===== src/rtl/scan_pkg.sv =====
// Shared definitions for the scan test controller and the scan chain it drives.
package scan_pkg;

   // Default chain length, shared with the scan_chain instance
   localparam int DEF_CHAIN_LEN = 4;

   // Controller sequencing states
   typedef enum logic [2:0] {
      IDLE    = 3'd0,
      SHIFT   = 3'd1,
      CAPTURE = 3'd2,
      UNLOAD  = 3'd3,
      DONE    = 3'd4
   } state_t;

endpackage


===== src/rtl/scan_shift_counter.sv =====
// Loadable down-counter with terminal-count flag; paces both the load and
// unload shift phases of the scan controller.
module scan_shift_counter #(
   parameter int CNT_W = 3
) (
   input  logic             clk,
   input  logic             rst_n,
   input  logic             load,
   input  logic [CNT_W-1:0] load_val,
   input  logic             dec,
   output logic             tc
);

   logic [CNT_W-1:0] count;

   // Load takes priority over decrement; reset parks the counter at zero
   always_ff @(posedge clk) begin
      if (!rst_n)
         count <= '0;
      else if (load)
         count <= load_val;
      else if (dec)
         count <= count - 1'b1;
   end

   assign tc = (count == '0);

endmodule


===== src/rtl/scan_test_controller.sv =====
// Tester-side scan driver: shifts a pattern into the chain, optionally pulses
// one capture cycle, unloads the response and compares it under a mask.
module scan_test_controller
   import scan_pkg::*;
#(
   parameter int CHAIN_LEN = DEF_CHAIN_LEN,
   parameter int CNT_W     = $clog2(CHAIN_LEN + 1)
) (
   input  logic                 clk,
   input  logic                 rst_n,
   input  logic                 start,
   input  logic                 capture_en,
   input  logic [CHAIN_LEN-1:0] pattern_in,
   input  logic [CHAIN_LEN-1:0] expect_in,
   input  logic [CHAIN_LEN-1:0] mask_in,
   input  logic                 scan_out,
   output logic                 scan_en,
   output logic                 scan_in,
   output logic                 busy,
   output logic                 done,
   output logic                 pass,
   output logic [CHAIN_LEN-1:0] fail_map,
   output logic [CHAIN_LEN-1:0] captured
);

   localparam logic [CNT_W-1:0] LAST = CNT_W'(CHAIN_LEN - 1);

   state_t               state;
   logic [CHAIN_LEN-1:0] pat_sr;     // remaining stimulus bits, next one at MSB
   logic [CHAIN_LEN-1:0] exp_q;
   logic [CHAIN_LEN-1:0] mask_q;
   logic                 cap_q;
   logic [CHAIN_LEN-1:0] unl_sr;     // response being assembled during UNLOAD
   logic [CHAIN_LEN-1:0] unl_next;
   logic [CHAIN_LEN-1:0] fail_next;
   logic                 cnt_load;
   logic                 cnt_dec;
   logic                 cnt_tc;

   // Final unload edge folds the last scan_out bit straight into the results
   assign unl_next  = {unl_sr[CHAIN_LEN-2:0], scan_out};
   assign fail_next = (unl_next ^ exp_q) & mask_q;

   // Counter control: reload for each shift phase, count down within it
   always_comb begin
      cnt_load = 1'b0;
      cnt_dec  = 1'b0;
      case (state)
         IDLE:    cnt_load = start;
         SHIFT:   if (cnt_tc) cnt_load = ~cap_q; else cnt_dec = 1'b1;
         CAPTURE: cnt_load = 1'b1;
         UNLOAD:  cnt_dec  = ~cnt_tc;
         default: ;
      endcase
   end

   scan_shift_counter #(.CNT_W(CNT_W)) u_cnt (
      .clk      (clk),
      .rst_n    (rst_n),
      .load     (cnt_load),
      .load_val (LAST),
      .dec      (cnt_dec),
      .tc       (cnt_tc)
   );

   // Sequencer: outputs are registered one cycle ahead of the phase they serve
   always_ff @(posedge clk) begin
      if (!rst_n) begin
         state    <= IDLE;
         scan_en  <= 1'b0;
         scan_in  <= 1'b0;
         busy     <= 1'b0;
         done     <= 1'b0;
         pass     <= 1'b0;
         fail_map <= '0;
         captured <= '0;
         pat_sr   <= '0;
         exp_q    <= '0;
         mask_q   <= '0;
         cap_q    <= 1'b0;
         unl_sr   <= '0;
      end else begin
         done <= 1'b0;
         case (state)
            IDLE: begin
               scan_en <= 1'b0;
               scan_in <= 1'b0;
               if (start) begin
                  state   <= SHIFT;
                  busy    <= 1'b1;
                  scan_en <= 1'b1;
                  scan_in <= pattern_in[CHAIN_LEN-1];
                  pat_sr  <= pattern_in << 1;
                  exp_q   <= expect_in;
                  mask_q  <= mask_in;
                  cap_q   <= capture_en;
               end
            end
            SHIFT: begin
               if (cnt_tc) begin
                  scan_in <= 1'b0;
                  if (cap_q) begin
                     state   <= CAPTURE;
                     scan_en <= 1'b0;
                  end else begin
                     state   <= UNLOAD;
                  end
               end else begin
                  scan_in <= pat_sr[CHAIN_LEN-1];
                  pat_sr  <= pat_sr << 1;
               end
            end
            CAPTURE: begin
               state   <= UNLOAD;
               scan_en <= 1'b1;
               scan_in <= 1'b0;
            end
            UNLOAD: begin
               unl_sr <= unl_next;
               if (cnt_tc) begin
                  state    <= DONE;
                  scan_en  <= 1'b0;
                  done     <= 1'b1;
                  captured <= unl_next;
                  fail_map <= fail_next;
                  pass     <= (fail_next == '0);
               end
            end
            DONE: begin
               state <= IDLE;
               busy  <= 1'b0;
            end
            default: state <= IDLE;
         endcase
      end
   end

endmodule

===== config.mk =====
export PLATFORM = sky130hd
export DESIGN_NAME = scan_test_controller
export DESIGN_NICKNAME = d
export VERILOG_FILES = /design/src/rtl/scan_pkg.sv /design/src/rtl/scan_shift_counter.sv /design/src/rtl/scan_test_controller.sv
export SDC_FILE = /design/constraint.sdc
export NUM_CORES = 1
export LEC_CHECK = 0
export BUFFER_PORTS_ARGS = -buffer_cell sky130_fd_sc_hd__buf_2
export CAP_MARGIN = 10
export CORE_MARGIN = 3
export CORE_UTILIZATION = 53
export DETAILED_ROUTE_END_ITERATION = 16
export GPL_ROUTABILITY_DRIVEN = 0
export PLACE_DENSITY = 0.83
export SLEW_MARGIN = 5
export SYNTH_ARGS = -nofsm -noshare
export SYNTH_HDL_FRONTEND = slang
export SYNTH_HIERARCHICAL = 1
export SYNTH_SLANG_ARGS = --single-unit

===== constraint.sdc =====
create_clock -name clk -period 2.47 [get_ports clk]
set_input_delay 0.247 -clock clk [delete_from_list [all_inputs] [get_ports clk]]
set_output_delay 0.247 -clock clk [all_outputs]
set_load 0.03 [all_outputs]

After elaboration in Yosys (flattened, before gate mapping)
Cells that the tools add are included.

operators by class
  add/sub/neg operators = 1
  equality and inequality tests = 9
  mux-type cells = 25
  bitwise gates (word level) = 5
  reductions and logical operators = 16

operator list
  cell                                                 count
  case mux 3 bit (4 select lines)                      1
  2-to-1 mux 1 bit                                     11
  inequality test 2 bit, second input constant         5
  2-to-1 mux 3 bit                                     3
  2-to-1 mux 4 bit                                     2
  case mux 4 bit (2 select lines)                      1
  AND reduction 2 bit                                  4
  equality test 3 x 2 -> 1 bit, second input constant  2
  logical NOT 3 bit                                    2
  case mux 1 bit (3 select lines)                      2
  AND reduction 3 bit                                  2
  nonzero test 2 bit                                   3
  AND 4 bit                                            1
  logical NOT 4 bit                                    1
  2-to-1 mux 2 bit                                     2
  case mux 1 bit (2 select lines)                      2
  case mux 1 bit (4 select lines)                      1
  AND reduction 4 bit                                  1
  nonzero test 4 bit                                   1
  XOR 4 bit                                            1
  equality test 3 x 1 -> 1 bit, second input constant  1
  equality test 3 bit, second input constant           1
  NOT 1 bit                                            3
  nonzero test 3 bit                                   1
  other kinds (2)                                      2

storage, ports and cells
  flip-flop bits (word level) = 35
  bits of input ports = 17
  logic and storage cells = 71

Logic depth before layout (Yosys ltp)
  depth in word-level cells = 5
  depth in mapped cells = 8

Cells and area by module
Netlist, hierarchy kept.

modules (own cells, without submodules)
  module                times used  cells an instance  area each (sq um)  sequential area each (sq um)
  scan_test_controller  1           152                1395.1             620.6
  scan_shift_counter    1           20                 190.2              60.1

Worst setup path after synthesis
No wires, ideal clock.

  path type = reg2reg
  start point = register u_cnt.count[0]
  end point = register pat_sr[2]
  library setup time = 0.116 ns
  data arrival time = 1.457 ns
  slack = 0.897 ns
  cell stages (with the launch flop) = 8
  clock period less this slack = 1.573 ns
  cell sequence = dfxtp_1 inv_1 ha_1 ha_1 or2b_1 a211oi_2 nand2_1 o211a_1

on the way
  cells in the longest elaborated chain, start to end = 3

ends and longest elaborated chain
  element                                 line                         source
  start: declaration                      scan_shift_counter.sv:14     logic [CNT_W-1:0] count;
  start signal: assignment                scan_shift_counter.sv:21     count <= load_val;
  start signal: assignment                scan_shift_counter.sv:23     count <= count - 1'b1;
  logical NOT 3 bit                       scan_shift_counter.sv:26     assign tc = (count == '0);
  net cnt_tc                              scan_test_controller.sv:38   logic cnt_tc;
  inequality test 2 bit (no source line)  -
  AND reduction 3 bit (no source line)    -
  end signal: assignment                  scan_test_controller.sv:93   pat_sr <= pattern_in << 1;
  end signal: assignment                  scan_test_controller.sv:110  pat_sr <= pat_sr << 1;
  end: declaration                        scan_test_controller.sv:29   logic [CHAIN_LEN-1:0] pat_sr;

The timed path passes the listed nets, and every way through them passes these cells.
A chain may end at the register's enable or synchronous reset.

Worst setup path after layout
  start point = register u_cnt.count[0]
  end point = register u_cnt.count[2]

on the way
  cells in the longest elaborated chain, start to end = 4
  elaborated cells between the ends (all ways) = 8
  those cells by class = 1 x add/sub; 4 x mux; 1 x bitwise; 2 x reduce/logical

ends and longest elaborated chain
  element                              line                        source
  logical NOT 3 bit                    scan_shift_counter.sv:26
  net cnt_tc                           scan_test_controller.sv:38
  2-to-1 mux 1 bit                     scan_test_controller.sv:50  SHIFT: if (cnt_tc) cnt_load = ~cap_q; else cnt_dec = 1'b1;
  case mux 1 bit (3 select lines)      scan_test_controller.sv:48  case (state)
  net cnt_load                         scan_test_controller.sv:36  logic cnt_load;
  OR reduction 2 bit (no source line)  -

The timed path passes the listed nets, and every way through them passes these cells.

==> out/results.tsv <==
stage	metric	value	unit
placement	dpl.hpwl	2090	um
floorplanning	die_area	3680	sq um
floorplanning	ios	30	
timing	fin_worst_skew	10.6	ps
run	drv_cap	0	
floorplanning	initial_core_util	56.5	%
clock_tree	cts_sinks	34	
route	firstDrtPassIters	4	
route	ant_nets	0	
floorplanning	row_count	19	
timing	setup_tns	0	ps
timing	max_freq	571	MHz
clock_tree	cts_tree	done	
worst_setup_path	crit_path_end	u_cnt/count[2]	
clock_tree	postCtsHoldBufs	0	
pwr	power_density	998	nW/um^2
min_path	holdCritStartpoint	mask_in[3]	
timing	rsz0062_at_grt	false	
timing	fin_crit_sh	70.9	%
yosys	synthArstFlopShare	0	%
timing	slew_headroom	63.2	%
global_routing	grt_usage	18.3	%
layout	antennaDiodeCount	0	
layout	ff_latch_area	681	sq um
worst_setup_path	arrival	1990	ps
timing	maxSlewViolCount	0	
route	drtIter0Drc	56	
clock_tree	cts_resized	0	
status	outcome	finished clean	
pwr	leakagePower	0.811	nW
clock_tree	cts-root-buf	clkbuf_4	
route	wl_met2	1430	um
worst_setup_path	rr_worst_depth	8	
yosys	postSynthCellCount	172	
timing	finalSetupViolations	0	
worst_setup_path	path_max_fanout	6	
global_routing	overflow	0	
layout	multi_input_area	831	sq um
yosys	synth_cell_types	41	
layout	area_growth	12.2	%
timing	tightestPinTransition	552	ps
route	finalWirelength	2940	um
yosys	ys_ff_latch	34	
floorplanning	die_y	60.7	um
route	dr.max_layer_used	met4	
yosys	ys_top_cells_by_area	dfxtp_1 43%, nand2_1 8.8%, a21boi_1 6.6%	
floorplanning	coreArea	2810	sq um
clock_tree	worstSkewPairLatency	350	ps
layout	finalInstanceArea	1780	sq um
route	vias_per_cell	5.34	
yosys	avgSynthCellArea	9.22	sq um
route	wl_per_cell	12.7	um
pwr	total_power	1.77	mW
layout	layout-drive-gt1-share	25.4	%
yosys	synth_edf_count	0	
global_routing	grt_pass1_vias	1143	
route	drc	0	
worst_setup_path	crit_path_end_kind	flop	
worst_setup_path	crit_path_start_kind	flop	
timing	finalHoldViolCount	0	
clock_tree	cts.clk_slew.worst_paths	110	ps
placement	io_buffers	29	
yosys	synth_ff_type	dfxtp_1	
layout	nNetsFinal	219	
pwr	max-vdd-ir-drop	0.562	mV
min_path	hold_class	in -> reg	
yosys	synth.largest_area_cell	dfxtp_1	
route	wl_met3	158	um
clock_tree	clockBufferDepth	2	
layout	nFillCells	260	
yosys	ys_warn_count	6	
route	route.vias.total	1240	
worst_setup_path	worstPathRequired	2710	ps
clock_tree	htree_num_levels	2	
worst_setup_path	path_class	reg -> reg	
placement	placed_cell_area	1710	sq um
floorplanning	die_w	60.7	um
yosys	seq_area_frac_synth	42.9	%
clock_tree	cts_made_buffers	5	
clock_tree	cts_setup_buffers	0	
route	wl_met1	1290	um
timing	period_needed	1750	ps
worst_setup_path	r2r_start	u_cnt/count[0]	
global_routing	grt_pass1_wl	4840	um
worst_setup_path	crit-reg2reg-capture	u_cnt/count[2]	
global_routing	grt_start_max_net_pins	37	
yosys	synth_area	1590	sq um
yosys	yosys.area.top_type_share	42.9	%
global_routing	antenna_found_initial	0	
worst_setup_path	r2r_setup_slack	720	ps
worst_setup_path	startpoint	u_cnt/count[0]	
synthesized netlist by cell type, types with 2 or more instances:
cell	number
a22oi_1	2
a21boi_1	14
nand2b_1	4
a21boi_2	3
nand2_1	37
nor2_1	5
buf_4	2
clkbuf_1	3
buf_2	2
nand3_2	3
nor2b_1	3
ha_1	2
o21ai_0	2
mux2i_1	5
dfxtp_1	34
inv_1	5
xor2_1	6
conb_1	2
o31ai_2	2
a21oi_1	2
o211a_1	4
nand3_1	5
and2_1	6
buf_6	2
worst max-delay path, cell delays in order (launching register included):
cell and delay (ps):
dfxtp_1 340, inv_1 60, ha_1 140, ha_1 240, nand2_1 110, o32a_1 320, nor2_2 200, nand2b_4 180
o31ai_2 80
report_power, final:
part	switching, mW	leakage (nW)	internal [mW]
Sequential	0.122	0.278	0.661
Combinational	0.366	0.499	0.293
Clock	0.195	0.0343	0.137
Total	0.683	0.811	1.09
cell families (layout without fill, tap and decap cells):
logic type	after synthesis	in the layout	synth area share, %
AOI/OAI and AO/OA	36	36	19.0
xor gates and xnor gates	6	6	3.31
adders and majority gates	2	2	1.58
buffers and inverters	14	42	4.89
DFF	34	34	42.9
muxes	5	5	3.16
other	2	3	0.474
and+or+nand+nor	73	73	24.6
registers in the layout, summed over array words and instances, names as in the netlist, 3 cells and up:
name and flops:
captured 4, exp_q 4, fail_map 4, mask_q 4, pat_sr 3, state 3, u_cnt/count 3, unl_sr 3
cell usage in the layout, fill, tap and decap left out, types with 3 or more instances in the layout:
| master | netlist | final |
|---|---|---|
| a21boi_2 | 3 | 3 |
| xor2_1 | 6 | 6 |
| nand2_1 | 37 | 37 |
| buf_2 | 2 | 29 |
| inv_1 | 5 | 5 |
| conb_1 | 2 | 3 |
| nand3_1 | 5 | 5 |
| dfxtp_1 | 34 | 34 |
| nand3_2 | 3 | 3 |
| o211a_1 | 4 | 4 |
| nand2b_1 | 4 | 4 |
| clkbuf_4 | 0 | 5 |
| nor2b_1 | 3 | 3 |
| mux2i_1 | 5 | 5 |
| and2_1 | 6 | 6 |
| nor2_1 | 5 | 5 |
| a21boi_1 | 14 | 14 |
stage by stage:
stage          instances  setup WS (ps)  utilization (%)  hold slack (ps)
2_1_floorplan        173            897                -              380
3_3_place_gp         224            813             61.1              441
3_5_place_dp         224            726             61.1              449
4_1_cts              232            711             63.4              110
5_1_grt              232            556             63.4              113
6_report             232            720             63.4              117
how the worst min path moves through the flow:
stage                      to  slack [ps]  cells after the start
6_report            mask_q[3]         120                      3
5_1_grt             mask_q[0]         110                      3
4_1_cts              exp_q[0]         110                      3
3_5_place_dp      captured[1]         450                      2
3_3_place_gp      captured[0]         440                      2
2_1_floorplan  u_cnt/count[0]         380                      1
area by class of cell:
cell class                      count  area share (%)
Sequential cell                    34            38.3
Clock inverter                      2           0.704
Inverter                            5            1.06
Tap cell                           31            2.18
Clock buffer                        6            2.89
Timing Repair Buffer               29            8.16
Multi-Input combinational cell    125            46.7
routing by layer:
layer  up-vias  global-route usage [%]
met1       577                    20.9
met3         7                    5.11
li1        632                       -
met5         -                       0
met2        24                    30.4
met4         0                    11.1
Note: power is estimated with default switching activity, not from simulation.
